<file path="config.mk">
export PLATFORM = sky130hd
export DESIGN_NAME = serial_frame_rx
export DESIGN_NICKNAME = d
export VERILOG_FILES = /design/src/rtl/serial_frame_rx.sv
export SDC_FILE = /design/constraint.sdc
export NUM_CORES = 1
export LEC_CHECK = 0
export BUFFER_PORTS_ARGS = -buffer_cell sky130_fd_sc_hd__buf_2
export CORE_UTILIZATION = 29
export CTS_CLUSTER_DIAMETER = 50
export DETAILED_ROUTE_END_ITERATION = 6
export REMOVE_ABC_BUFFERS = 1
export SYNTH_ARGS = -nofsm -noshare
export SYNTH_HDL_FRONTEND = slang
export SYNTH_SLANG_ARGS = --single-unit
</file>
<file path="constraint.sdc">
create_clock -name clock -period 4.6 [get_ports clock]
set_input_delay 0.69 -clock clock [delete_from_list [all_inputs] [get_ports clock]]
set_output_delay 0.69 -clock clock [all_outputs]
set_load 0.01 [all_outputs]
</file>
<file path="src/rtl/serial_frame_rx.sv">
// Serial frame receiver: 8N1 MSB-first deserialiser with rotating channel tag,
// valid/ready output, dsr back-pressure and sticky error flags.
// Define SERIAL_RX_GLITCH_FILTER_EN to add a 2-of-3 majority filter on the synchronised line.
module serial_frame_rx #(
  parameter int BIT_CYCLES = 106,
  parameter int CNT_W      = 10
) (
  input  logic       clock,
  input  logic       reset_n,
  input  logic       serial_in,
  input  logic       rx_ready,
  input  logic       err_clr,
  output logic [7:0] rx_data,
  output logic [2:0] rx_channel,
  output logic       rx_valid,
  output logic       dsr,
  output logic       frame_error,
  output logic       overrun
);

  localparam logic [1:0] R_IDLE  = 2'd0;
  localparam logic [1:0] R_START = 2'd1;
  localparam logic [1:0] R_DATA  = 2'd2;
  localparam logic [1:0] R_STOP  = 2'd3;

  localparam logic [CNT_W-1:0] HALF_M1 = CNT_W'(BIT_CYCLES / 2 - 1);
  localparam logic [CNT_W-1:0] FULL_M1 = CNT_W'(BIT_CYCLES - 1);

  logic [1:0]       sync_q;
  logic             line_s;
  logic             line_m;
  logic             prev;
  logic [1:0]       state;
  logic [CNT_W-1:0] timer;
  logic [2:0]       bit_cnt;
  logic [7:0]       shreg;
  logic [2:0]       chan;

  // NOTE: synchroniser flops reset to the idle level (1) so releasing reset
  // never looks like a falling start edge.
  always_ff @(posedge clock or negedge reset_n) begin
    if (!reset_n) sync_q <= 2'b11;
    else          sync_q <= {sync_q[0], serial_in};
  end
  assign line_s = sync_q[1];

`ifdef SERIAL_RX_GLITCH_FILTER_EN
  logic [1:0] hist;
  always_ff @(posedge clock or negedge reset_n) begin
    if (!reset_n) hist <= 2'b11;
    else          hist <= {hist[0], line_s};
  end
  assign line_m = (line_s & hist[0]) | (line_s & hist[1]) | (hist[0] & hist[1]);
`else
  assign line_m = line_s;
`endif

  logic stop_tick, good_stop, bad_stop, accept, load, rx_valid_next;

  assign stop_tick     = (state == R_STOP) && (timer == FULL_M1);
  assign good_stop     = stop_tick & line_m;
  assign bad_stop      = stop_tick & ~line_m;
  assign accept        = rx_valid & rx_ready;
  assign load          = good_stop & (~rx_valid | accept);
  assign rx_valid_next = load | (rx_valid & ~rx_ready);

  // NOTE: all state updates use non-blocking assignments so every register
  // sees the pre-edge values of its neighbours, independent of statement order.
  always_ff @(posedge clock or negedge reset_n) begin
    if (!reset_n) begin
      state   <= R_IDLE;
      timer   <= '0;
      bit_cnt <= '0;
      shreg   <= '0;
      prev    <= 1'b1;
    end else begin
      prev <= line_m;
      case (state)
        R_IDLE: begin
          if (prev && !line_m) begin
            state <= R_START;
            timer <= '0;
          end
        end
        R_START: begin
          if (timer == HALF_M1) begin
            timer <= '0;
            if (!line_m) begin
              state   <= R_DATA;
              bit_cnt <= '0;
            end else begin
              state <= R_IDLE;
            end
          end else begin
            timer <= timer + CNT_W'(1);
          end
        end
        R_DATA: begin
          if (timer == FULL_M1) begin
            timer <= '0;
            shreg <= {shreg[6:0], line_m};
            if (bit_cnt == 3'd7) state <= R_STOP;
            else                 bit_cnt <= bit_cnt + 3'd1;
          end else begin
            timer <= timer + CNT_W'(1);
          end
        end
        default: begin
          if (timer == FULL_M1) begin
            timer <= '0;
            state <= R_IDLE;
          end else begin
            timer <= timer + CNT_W'(1);
          end
        end
      endcase
    end
  end

  // Channel tag advances on every well-formed frame, even one dropped by overrun.
  always_ff @(posedge clock or negedge reset_n) begin
    if (!reset_n) begin
      rx_data     <= '0;
      rx_channel  <= '0;
      rx_valid    <= 1'b0;
      dsr         <= 1'b1;
      chan        <= '0;
      frame_error <= 1'b0;
      overrun     <= 1'b0;
    end else begin
      rx_valid <= rx_valid_next;
      dsr      <= ~rx_valid_next;
      if (load) begin
        rx_data    <= shreg;
        rx_channel <= chan;
      end
      if (good_stop) chan <= chan + 3'd1;

      if (bad_stop)     frame_error <= 1'b1;
      else if (err_clr) frame_error <= 1'b0;

      if (good_stop && !load) overrun <= 1'b1;
      else if (err_clr)       overrun <= 1'b0;
    end
  end

endmodule

</file>
======== After elaboration in Yosys (flattened, before gate mapping) ========
Cells that the tools add are included.
storage, ports and cells
  bits in registers ....................... 44
  bits of input ports ..................... 5
  word-level logic and storage cells ...... 71
cells by class
  $add $sub $neg .......................... 3
  eq/ne operators ......................... 12
  multiplexer cells ....................... 19
  bitwise operators ....................... 11
  reduce and logical (&&, ||, !) cells .... 13
operators with widths
  kind                                                              count
  10-bit two-way mux                                                3
  10-bit case mux with 2 select lines                               1
  2-bit two-way mux                                                 6
  3-bit two-way mux                                                 4
  2-bit != test, second input constant                              6
  10-bit by 1-bit adder with 10-bit output, second input constant   1
  10-bit by 6-bit == test with 1-bit output, second input constant  1
  10-bit by 7-bit == test with 1-bit output, second input constant  1
  5-bit AND reduction                                               2
  3-bit by 1-bit adder with 3-bit output, second input constant     2
  2-bit case mux with 3 select lines                                1
  3-bit case mux with 2 select lines                                1
  2-bit nonzero test                                                3
  1-bit bitwise AND                                                 5
  2-bit == test, second input constant                              2
  1-bit inverter                                                    4
  3-bit == test, second input constant                              1
  1-bit logical AND                                                 3
  1-bit two-way mux                                                 3
  3-bit nonzero test                                                1
  2-bit by 1-bit == test with 1-bit output, second input constant   1
  1-bit logical NOT                                                 2
  2-bit logical NOT                                                 1
  1-bit OR                                                          2
  2-bit AND reduction                                               1

======== Longest topological paths before layout ========
  depth in word-level cells ............... 7
  mapped depth ............................ 7
  depth with buffers taken out ............ 6

======== Least setup slack after synthesis ========
No wires, ideal clock.
  path kind ............................... register to register
  start point ............................. register timer[1]
  end point ............................... register shreg[0]
  arrival ................................. 1.706 ns
  data required time ...................... 4.475 ns
  path slack .............................. 2.769 ns
  stages on the path, launching flop included .. 7
  path buffers ............................ 0
  clock period less this slack ............ 1.831 ns
  cell sequence ........................... dfrtp_1 inv_1 ha_1 and4bb_2 nand4_4 nor3_4 mux2_2
on the way
  word-level cells in the longest chain between the ends .. 2
RTL lines
  what                                       RTL line  source
  from (decl)                                34        logic [CNT_W-1:0] timer;
  from (signal assigned)                     95        timer <= timer + CNT_W'(1);
  from (signal assigned)                     105       timer <= timer + CNT_W'(1);
  from (signal assigned)                     113       timer <= timer + CNT_W'(1);
  10-bit by 7-bit == test with 1-bit output  99        if (timer == FULL_M1) begin
  2-bit AND reduction (no source line)       -
  to (signal assigned)                       101       shreg <= {shreg[6:0], line_m};
  to (decl)                                  36        logic [7:0] shreg;
No other way between the ends.
A chain may end at the register's enable or synchronous reset.

======== Final worst setup path ========
  start point ............................. register timer[1]
  end point ............................... register rx_data[2]
on the way
  word-level cells in the longest chain between the ends .. 4
RTL lines
  what                                       RTL line  source
  10-bit by 7-bit == test with 1-bit output  60        assign stop_tick = (state == R_STOP) && (timer == FULL_M1);
  1-bit logical AND                          60
  1-bit bitwise AND                          61        assign good_stop = stop_tick & line_m;
  1-bit bitwise AND                          64        assign load = good_stop & (~rx_valid | accept);
  to (signal assigned)                       134       rx_data <= shreg;
  to (decl)                                  13        output logic [7:0] rx_data,
No other way between the ends.

==> results.cfg <==
[run_status]
status = finished clean

[worst_hold_path]
worst_hold_startpoint = sync_q[0]
worst_hold_path_type = flop to flop
hold-path-cell-count = 0

[detailed_routing]
vias = 1242
wl_mm = 3.528
m1WireLength_mm = 1.915
routed_wirelength_normalized_by_instance_count_um = 13.47
drt_first_iter_violations = 45
route.met3.wl_um = 68
highest-signal-layer = met4
number_of_detailed_route_iterations_in_the_first_pass = 4
viasPerCell = 4.740
ant_nets = 0
route.detailed.drc = 0
met2WireLength_mm = 1.502

[synth]
yosys_warnings = 0
synthTopCellsByArea = sky130_fd_sc_hd__dfrtp_1 50%, sky130_fd_sc_hd__mux2_2 12%, sky130_fd_sc_hd__dfstp_2 5.2%, sky130_fd_sc_hd__xnor2_1 4.3%, sky130_fd_sc_hd__ha_1 3.7%
ys_ff_latch = 44
post-synth-top-area-cell = sky130_fd_sc_hd__dfrtp_1
synth-edff-count = 0
post_synth_instance_area_mm2 = 0.002018
synth_area_in_xor_xnor_pct = 4.340
avgSynthCellArea_um2 = 12.46
postSynth.topFlopCell = sky130_fd_sc_hd__dfrtp_1
synthAdderAreaFrac_pct = 3.720
synth_top_family_by_area = simple AND/OR/NAND/NOR gates
synth.mux.area_fraction_pct = 11.72
yosys.cell_types.count = 40
synth_compound_area_share_pct = 8.060
post_synth_inst_count = 162
synth.yosys.seq_area_share_pct = 54.80
synth_top_area_share_pct = 49.60
yosys.area_share.simple_pct = 14.45
synth_async_sr_flop_share_pct = 100.0

[sta]
setup-tns-final_ns = 0
tightestPinTransition_ns = 0.9839
final_max_slew_viol_count = 0
setup_repair_after_global_routing_missed_its_margin = false
fmaxAchievable_mhz = 405.1
finalHoldViolCount = 0
slew_headroom_pct = 34.41
report.final.setup_viol = 0
min_period_ns = 2.469
finalClockSkew_ns = 0.01019
final.period_utilization_pct = 53.67

[layout]
finalNetCount = 192
final_cell_mix = 40 x sky130_fd_sc_hd__dfrtp_1, 21 x sky130_fd_sc_hd__mux2_2, 19 x sky130_fd_sc_hd__buf_2
insertedDiodeCount = 0
layout.area.seq_mm2 = 0.001106
finalCoreUtilization_pct = 33.81
multi_input_gate_area_um2 = 853.3
final.fill_count = 676
final_instance_area_mm2 = 0.002285
syn_to_final_growth_pct = 13.21
layout.cells.most_common = sky130_fd_sc_hd__dfrtp_1
fraction_of_layout_instances_using_a_drive_strength_above_1_pct = 30.77

[placed_design]
placement.cell_area_mm2 = 0.002177
globalplace.congestion = 0.8135
port-buffer-count = 19
detailed_place_hpwl_mm = 2.355

[floorplan]
floorplan.die_area_mm2 = 0.007297
die_height_um = 85.42
fp.dieW_um = 85.42
placeableCoreArea_mm2 = 0.006756
start_util_pct = 29.87
row_count = 30
pin_count = 20

[grt]
gr-usage-all-layers_pct = 10.01
gr-total-overflow = 0
grt_pass1_vias = 1160
antenna_found_initial = 0
grt_max_degree = 45
grt_first_pass_wirelength_mm = 5.761

[setup_path]
end_kind = flop
critPathMaxFanout = 11
crit_arrival_ns = 2.65
required_ns = 4.78
worst-setup-path-type = flop to flop
startpoint_type = flop
depth_of_the_worst_register_to_register_path = 6
r2r_start = timer[1]
crit_start = timer[1]

[clocking]
cts.repair.resized = 0
clock_tree_from_tritoncts = done
cts.clk_slew.worst_paths_ns = 0.08
post-cts-setup-buffers = 0
max_h_tree_level = 2
tritoncts_num_sinks = 44
ctsRootBufferMaster = sky130_fd_sc_hd__clkbuf_8
cts-buffers-inserted = 5
ctsLongestPathBuffers = 2
worstSkewPairLatency_ns = 0.29
hold_buffers = 0

[job]
drv_cap = 0

[pwr]
vdd_ir_drop_max_mv = 0.1445
leakage_nw = 1.106
power.density_mw_per_mm2 = 428.2
fin_total_pwr_mw = 0.9783
area by class of cell:
class | instances | share of cell area [%]
repair buffers | 19 | 4.162
inverters | 6 | 0.9858
multi-input cells | 105 | 37.35
clock buffers | 6 | 3.176
flip-flops and latches | 44 | 48.41
clock inverters | 2 | 1.533
well taps | 80 | 4.381
report_power, final:
group	leakage (nW)	switching (mW)	internal, mW
sequential	0.584	0.0829	0.427
clock	0.0552	0.129	0.161
combinational	0.467	0.0919	0.0869
total	1.11	0.304	0.675
critical path: stages, from the launching register on:
cell,delay (ns)
sky130_fd_sc_hd__dfrtp_1,0.43
sky130_fd_sc_hd__inv_1,0.12
sky130_fd_sc_hd__ha_1,0.15
sky130_fd_sc_hd__and4bb_2,0.29
sky130_fd_sc_hd__nand4_4,0.15
sky130_fd_sc_hd__nor2_1,0.79
sky130_fd_sc_hd__mux2_2,0.42
metrics by stage:
| step | setup WS [ns] | hold slack [ns] | cells |
|---|---|---|---|
| final | 2.131 | 0.3612 | 262 |
| after detailed placement | 2.167 | 0.3518 | 254 |
| after global routing | 1.991 | 0.3638 | 262 |
| after floorplan | 2.525 | 0.3452 | 155 |
| after global placement | 2.198 | 0.3455 | 254 |
| after CTS | 2.097 | 0.3632 | 262 |
state kept, by name, indices dropped and copies added (netlist names):
| register | flops |
|---|---|
| shreg | 8 |
| overrun | 1 |
| bit_cnt | 3 |
| state | 2 |
| frame_error | 1 |
| dsr | 1 |
| rx_data | 8 |
| chan | 3 |
| sync_q | 2 |
| prev | 1 |
| rx_valid | 1 |
| timer | 10 |
| rx_channel | 3 |
final timing paths:
| kind | to | slack [ns] |
|---|---|---|
| max reg2reg | rx_data[2] | 2.13 |
| min | sync_q[1] | 0.36 |
| min reg2reg | sync_q[1] | 0.36 |
| min in group asynchronous | bit_cnt[0] | 0.55 |
| max | rx_data[2] | 2.13 |
| max in group asynchronous | shreg[0] | 3.44 |
Yosys cell counts, types with 2 or more instances:
cell type,n
sky130_fd_sc_hd__dfrtp_1,40
sky130_fd_sc_hd__mux2_2,21
sky130_fd_sc_hd__nor2_1,10
sky130_fd_sc_hd__xnor2_1,10
sky130_fd_sc_hd__nand4_1,8
sky130_fd_sc_hd__ha_1,6
sky130_fd_sc_hd__inv_1,6
sky130_fd_sc_hd__nand2_1,6
sky130_fd_sc_hd__buf_2,5
sky130_fd_sc_hd__nand3_1,5
sky130_fd_sc_hd__dfstp_2,4
sky130_fd_sc_hd__a211oi_1,3
sky130_fd_sc_hd__a21oi_1,3
sky130_fd_sc_hd__a22o_1,3
sky130_fd_sc_hd__a2111oi_0,2
sky130_fd_sc_hd__a21boi_0,2
sky130_fd_sc_hd__and4_1,2
sky130_fd_sc_hd__nand2b_1,2
sky130_fd_sc_hd__nor3_1,2
sky130_fd_sc_hd__o21ai_0,2
kinds of logic after synthesis:
group                    after synthesis
adder cells (fa/ha/maj)                6
XOR/XNOR                              10
multiplexers                          21
flip-flops                            44
AO/OA/AOI/OAI                         22
buffers and inverters                 13
AND/OR/NAND/NOR                       46
per-layer routing:
metal / GRT usage (%) / up-vias
met1: 14.65 / 600
met4: 3.636 / 0
met5: 0 / -
met3: 2.335 / 4
li1: - / 622
met2: 14.33 / 16
(Power assumes the default switching activity.)
